--- config.mk ---
export PLATFORM = sky130hd
export DESIGN_NAME = nibble_serial_adder
export DESIGN_NICKNAME = d
export VERILOG_FILES = /design/src/rtl/nibble_serial_adder_pkg.sv /design/src/rtl/adder_slice_4bit.sv /design/src/rtl/nibble_serial_adder.sv
export SDC_FILE = /design/constraint.sdc
export NUM_CORES = 1
export LEC_CHECK = 0
export CAP_MARGIN = 0
export CORE_AREA = 4 4 100 111
export DETAILED_ROUTE_END_ITERATION = 6
export DIE_AREA = 0 0 104 115
export GPL_ROUTABILITY_DRIVEN = 0
export GPL_TIMING_DRIVEN = 0
export MAX_ROUTING_LAYER = met4
export SLEW_MARGIN = 10
export SYNTH_ARGS = -nofsm -noshare
export SYNTH_HDL_FRONTEND = slang
export SYNTH_SLANG_ARGS = --single-unit
--- constraint.sdc ---
create_clock -name clk -period 5 [get_ports clk]
set_input_delay 1.5 -clock clk [delete_from_list [all_inputs] [get_ports clk]]
set_output_delay 1.5 -clock clk [all_outputs]
set_load 0.1 [all_outputs]
--- src/rtl/nibble_serial_adder_pkg.sv ---
// Shared types and constants for the nibble-serial wide adder.
package nibble_serial_adder_pkg;

  localparam int NIBBLE_W = 4;

  typedef enum logic [1:0] {
    IDLE,
    RUN,
    DONE
  } state_t;

endpackage

--- src/rtl/adder_slice_4bit.sv ---
// Combinational 4-bit ripple-carry adder built from chained 1-bit full-adder cells.
module adder_slice_4bit
  import nibble_serial_adder_pkg::*;
(
  input  logic [NIBBLE_W-1:0] x,
  input  logic [NIBBLE_W-1:0] y,
  input  logic                c_in,
  output logic [NIBBLE_W-1:0] sum,
  output logic                c_out
);

  logic [NIBBLE_W:0] carry;

  assign carry[0] = c_in;

  for (genvar i = 0; i < NIBBLE_W; i++) begin : g_fa
    assign sum[i]       = x[i] ^ y[i] ^ carry[i];
    assign carry[i + 1] = (x[i] & y[i]) | (carry[i] & (x[i] ^ y[i]));
  end

  assign c_out = carry[NIBBLE_W];

endmodule

--- src/rtl/nibble_serial_adder.sv ---
// Handshaked WIDTH-bit adder that reuses one 4-bit slice over WIDTH/4 cycles,
// carrying between nibbles through a register.
module nibble_serial_adder
  import nibble_serial_adder_pkg::*;
#(
  parameter int WIDTH = 16
) (
  input  logic             clk,
  input  logic             rst,
  input  logic             in_valid,
  output logic             in_ready,
  input  logic [WIDTH-1:0] a,
  input  logic [WIDTH-1:0] b,
  input  logic             cin,
  output logic             out_valid,
  input  logic             out_ready,
  output logic [WIDTH-1:0] sum,
  output logic             cout
);

  localparam int NIB   = WIDTH / NIBBLE_W;
  localparam int CNT_W = (NIB > 1) ? $clog2(NIB) : 1;

  state_t             state;
  state_t             state_next;
  logic [WIDTH-1:0]   a_sh;
  logic [WIDTH-1:0]   b_sh;
  logic [WIDTH-1:0]   sum_q;
  logic               carry_q;
  logic               cout_q;
  logic               drain_q;
  logic [CNT_W-1:0]   cnt;
  logic [NIBBLE_W-1:0] slice_sum;
  logic               slice_cout;
  logic               accept;
  logic               last_nib;

  assign accept   = in_valid & in_ready;
  assign last_nib = (cnt == CNT_W'(NIB - 1));

  adder_slice_4bit u_slice (
    .x     (a_sh[NIBBLE_W-1:0]),
    .y     (b_sh[NIBBLE_W-1:0]),
    .c_in  (carry_q),
    .sum   (slice_sum),
    .c_out (slice_cout)
  );

  // NOTE: sequential state uses non-blocking assignments so every register
  // samples the pre-edge values, independent of statement order.
  always_ff @(posedge clk) begin
    if (rst) state <= IDLE;
    else     state <= state_next;
  end

  // NOTE: default assignment first so no path leaves state_next unassigned
  // (which would infer a latch).
  always_comb begin
    state_next = state;
    unique case (state)
      IDLE:    if (accept) state_next = RUN;
      RUN:     if (last_nib) state_next = DONE;
      DONE:    if (out_ready) state_next = IDLE;
      default: state_next = IDLE;
    endcase
  end

  // drain_q keeps in_ready low for the cycle right after a result handshake.
  always_comb begin
    in_ready  = (state == IDLE) && !drain_q;
    out_valid = (state == DONE);
  end

  always_ff @(posedge clk) begin
    if (rst) begin
      a_sh    <= '0;
      b_sh    <= '0;
      sum_q   <= '0;
      carry_q <= 1'b0;
      cout_q  <= 1'b0;
      drain_q <= 1'b0;
      cnt     <= '0;
    end else begin
      drain_q <= (state == DONE) && out_ready;
      unique case (state)
        IDLE: begin
          if (accept) begin
            a_sh    <= a;
            b_sh    <= b;
            carry_q <= cin;
            cnt     <= '0;
            sum_q   <= '0;
          end
        end
        RUN: begin
          sum_q[cnt * NIBBLE_W +: NIBBLE_W] <= slice_sum;
          carry_q <= slice_cout;
          a_sh    <= a_sh >> NIBBLE_W;
          b_sh    <= b_sh >> NIBBLE_W;
          cnt     <= cnt + 1'b1;
          if (last_nib) cout_q <= slice_cout;
        end
        default: ;
      endcase
    end
  end

  assign sum  = sum_q;
  assign cout = cout_q;

endmodule

Word-level counts from Yosys, hierarchy flattened

Cells that the tools add are included.

Register bits: 55
Bits in latches: 0
Memory bits (writable): 0
Memory bits (read-only): 0
Input port bits: 37
Word-level logic and storage cells: 62
Memories kept: 0

$add $sub $neg: 2
Multipliers: 0
Divide/modulo/power cells: 0
$lt $le $gt $ge: 0
Equal/unequal tests: 6
Shifts and indexed selects: 2
Muxes and demuxes: 15
Bitwise operators: 21
Reductions and logical operators: 8

Operator list:

| cell                      | count |
|---|---|
| $pmux W16 S2              | 3 |
| $mux W16                  | 3 |
| $neg A4 Y34               | 1 |
| $shift A4 B34 Y16 const A | 1 |
| $shiftx A4 B34 Y16        | 1 |
| $bwmux W16                | 1 |
| $and A1 B1 Y1             | 9 |
| $mux W2                   | 4 |
| $xor A1 B1 Y1             | 8 |
| $pmux W2 S3               | 1 |
| $eq A2 B2 Y1 const B      | 2 |
| $ne A2 B2 Y1 const B      | 2 |
| $or A1 B1 Y1              | 4 |
| $pmux W2 S2               | 1 |
| $reduce_and A2 Y1         | 2 |
| $reduce_and A3 Y1         | 1 |
| $add A2 B1 Y2 const B     | 1 |
| $eq A2 B1 Y1 const B      | 1 |
| $logic_and A1 B1 Y1       | 2 |
| $logic_not A2 Y1          | 1 |
| $ne A2 B1 Y1 const B      | 1 |
| $pmux W1 S2               | 1 |
| $reduce_bool A2 Y1        | 1 |
| $logic_not A1 Y1          | 1 |
| $mux W1                   | 1 |

Longest topological paths before layout

Word-level depth: 11
Gate-level depth with buffers: 10

Modules after synthesis

Synthesis repeated with hierarchy kept, for this count alone.

Cell total of the unflattened synthesis: 225
Area total of the unflattened synthesis: 2,362.3 µm²

Modules (own cells, without submodules):

| module              | instances | cells an instance | area each (µm²) | seq. area each (µm²) |
|---|---|---|---|---|
| nibble_serial_adder | 1         | 211               | 2,244.7         | 1,101.1 |
| adder_slice_4bit    | 1         | 14                | 117.6           | 0.0 |

Worst setup path after synthesis

No wires, ideal clock.

Kind: register -> output
Start point: register state[0]
End point: output port in_ready
Data arrival time: 2.548 ns
Setup slack: 0.952 ns
Cell stages (with the launch flop): 3
Path buffers: 1
Cell sequence: dfxtp_1 > buf_4 > nor3_1

Word-level cells in the longest chain between the ends: 2

Ends and longest elaborated chain:

| item                   | line                      | text |
|---|---|---|
| start, declared        | nibble_serial_adder.sv:24 | `state_t state;` |
| start signal, assigned | nibble_serial_adder.sv:53 | `else state <= state_next;` |
| $logic_not A2 Y1       | nibble_serial_adder.sv:70 | `in_ready = (state == IDLE) && !drain_q;` |
| $logic_and A1 B1 Y1    | nibble_serial_adder.sv:70 |  |
| end, declared          | nibble_serial_adder.sv:11 | `output logic in_ready,` |

No other way between the ends.

Worst setup path after layout

Ends and elaborated chain as after synthesis.

==> flow_summary.json <==
{
  "crit_slowest_cell": "clkdlybuf4s50_1",
  "holdBufCountCts": 0,
  "cts-root-buf": "clkbuf_8",
  "grt_usage_pct": 11.2,
  "yosysSeqAreaShare_pct": 45.3,
  "cp-end-kind": "output pin",
  "avgRoutedWirePerCell_um": 13.8,
  "synth_seq_cells": 55,
  "period_needed_ps": 3770,
  "yosys.area.top_type_share_pct": 45.3,
  "powerDensity_nw_per_um2": 289,
  "drt_pass1_iterations": 4,
  "cts_tree": "done",
  "crit_type": "flip-flop to output pin",
  "drtIter0Drc": 99,
  "via_per_inst": 4.70,
  "cts_max_level": 2,
  "dpl.hpwl_um": 4690,
  "routed_wl_um": 6190,
  "grt_overflow": 0,
  "dpl.cell_count": 442,
  "hold_class": "flip-flop to flip-flop",
  "post_cts.repair.setup_buffers": 0,
  "fin_nets": 374,
  "drive_gt1_share_pct": 8.48,
  "crit_chain": "buf_4 > nor3_1 > clkdlybuf4s50_1",
  "cts_buffers": 5,
  "stdcell_count": 450,
  "yosys.area.top_type": "dfxtp_1",
  "drc": 0,
  "hold_viol": 0,
  "swShare_pct": 30.1,
  "internal_power_mw": 0.649,
  "fin_util_pct": 32.6,
  "total_power_mw": 0.929,
  "synth_edf_count": 0,
  "max_stage_delay_ps": 1180,
  "final.setup.worst_slack_ps": 1230,
  "rsz0062_at_grt": "no",
  "worstMarginPinSlew_ps": 984,
  "cp_max_fo": 10,
  "required_ps": 3500,
  "die_h_um": 115,
  "post-place-ws_ps": 1580,
  "p_leak_nw": 1.21,
  "synth_top_cells_by_count": "dfxtp_1, nor2_1, a21oi_1",
  "num-fill-cells": 1050,
  "clk_transition_reported_paths_ps": 100,
  "combPwrFrac_pct": 21.3,
  "initial_core_util_pct": 24.6,
  "synth_area_leaders": "dfxtp_1, nor2_1, a21oi_1",
  "coreArea_sq_um": 9890,
  "ant_nets": 0,
  "grt_pass1_vias": 2144,
  "slew-limit-headroom_pct": 34.2,
  "yosysMostFrequentCell": "dfxtp_1",
  "worst_ir_drop_vdd_mv": 0.124,
  "period_share_pct": 75.4,
  "dieArea_sq_um": 12000,
  "finClkSkew_ps": 7.81,
  "synth_cell_types": 34,
  "status": "finished, final reports clean",
  "num_vias": 2116,
  "cts_resized": 0,
  "ios": 56,
  "fin_setup_tns_ps": 0,
  "diodes": 0,
  "insertion_delay_ps": 310,
  "arrival_ps": 2270,
  "die_x_um": 104,
  "antenna_found_initial": 0,
  "ys.flop_type": "dfxtp_1",
  "setup_viol": 0,
  "area_growth_pct": 32.4,
  "start_kind": "flip-flop",
  "p_seq_share_pct": 51.8,
  "fmaxAchievable_ghz": 0.265,
  "ys_warn_count": 0,
  "max-cap-violations": 0,
  "synthArstFlopShare_pct": 0,
  "portBuffers": 55,
  "syn-cell-area_sq_um": 2430,
  "syn_inst": 267,
  "power.share.clock_pct": 26.8,
  "power.switching_mw": 0.279,
  "slew_viol_final": 0,
  "grt_pass1_wl_um": 10600,
  "clkSinkCount": 55,
  "grt_max_degree": 18,
  "clockBufferDepth": 2,
  "synthesis.nets": 312,
  "syn_avg_cell_area_sq_um": 9.11,
  "rows": 38
}
## per-layer routing
metal	wire (um)	track usage, %
met2	2860	18.5
met3	304	2.36
met5	0	-
met4	95	3.55
met1	2930	13.8
## cell families after synthesis
kind of cell    synth area share (%)
flops                           45.3
compound gates                  15.4
fa+ha+maj                       5.35
simple gates                    26.0
buf+inv                         7.93
## power by group through the flow
stage | logic [mW] | registers [mW] | clock network, mW
finish | 0.198 | 0.481 | 0.249
global route | 0.222 | 0.485 | 0.274
CTS | 0.201 | 0.482 | 0.260
detailed placement | 0.201 | 0.492 | 0
global placement | 0.199 | 0.491 | 0
floorplan | 0.118 | 0.503 | 0
## layout by cell type (no fill, tap or decap), types with 6 or more instances in the layout
| master | netlist | routed |
|---|---|---|
| nand3_1 | 14 | 14 |
| nor2_1 | 35 | 35 |
| clkbuf_8 | 1 | 6 |
| buf_6 | 6 | 6 |
| clkbuf_1 | 7 | 7 |
| a21oi_1 | 21 | 21 |
| nand2_1 | 19 | 19 |
| nor3_1 | 17 | 17 |
| a22o_1 | 12 | 12 |
| inv_1 | 10 | 10 |
| dfxtp_1 | 55 | 55 |
| clkdlybuf4s50_1 | 0 | 55 |
| nor4_1 | 14 | 14 |
| a22oi_1 | 9 | 9 |
## layout make-up
cell class	instances	area (sq um)	area share (%)
Tap cell	120	150	4.66
Multi-Input combinational cell	182	1140	35.3
Inverter	10	37.5	1.17
Clock inverter	3	18.8	0.583
Clock buffer	5	68.8	2.14
Timing Repair Buffer	55	551	17.1
Sequential cell	55	1100	34.2
Buffer	20	155	4.82
## stage by stage
stage | hold WS [ps] | instance area [sq um]
global placement | 446 | 3130
finish | 461 | 3220
global route | 484 | 3220
CTS | 464 | 3220
detailed placement | 448 | 3130
floorplan | 436 | 2430
## sequential cells by signal, summed over array words and instances (netlist names)
name     flops
b_sh        16
cnt          2
cout         1
carry_q      1
drain_q      1
a_sh        16
sum         16
state        2
## critical path: cells and delay by family (launching register included)
family | cells | cell delay (ps)
buffers and inverters | 2 | 1360
DFF | 1 | 340
and+or+nand+nor | 1 | 260
## worst paths after layout
| check | startpoint | end | slack, ps | cells after the start |
|---|---|---|---|---|
| max | state[0] | in_ready | 1230 | 3 |
| min | b_sh[15] | b_sh[15] | 460 | 2 |
| max reg2reg | a_sh[0] | sum[3] | 2480 | 10 |
| min reg2reg | b_sh[15] | b_sh[15] | 460 | 2 |
Note: power is estimated with default switching activity, not from simulation.
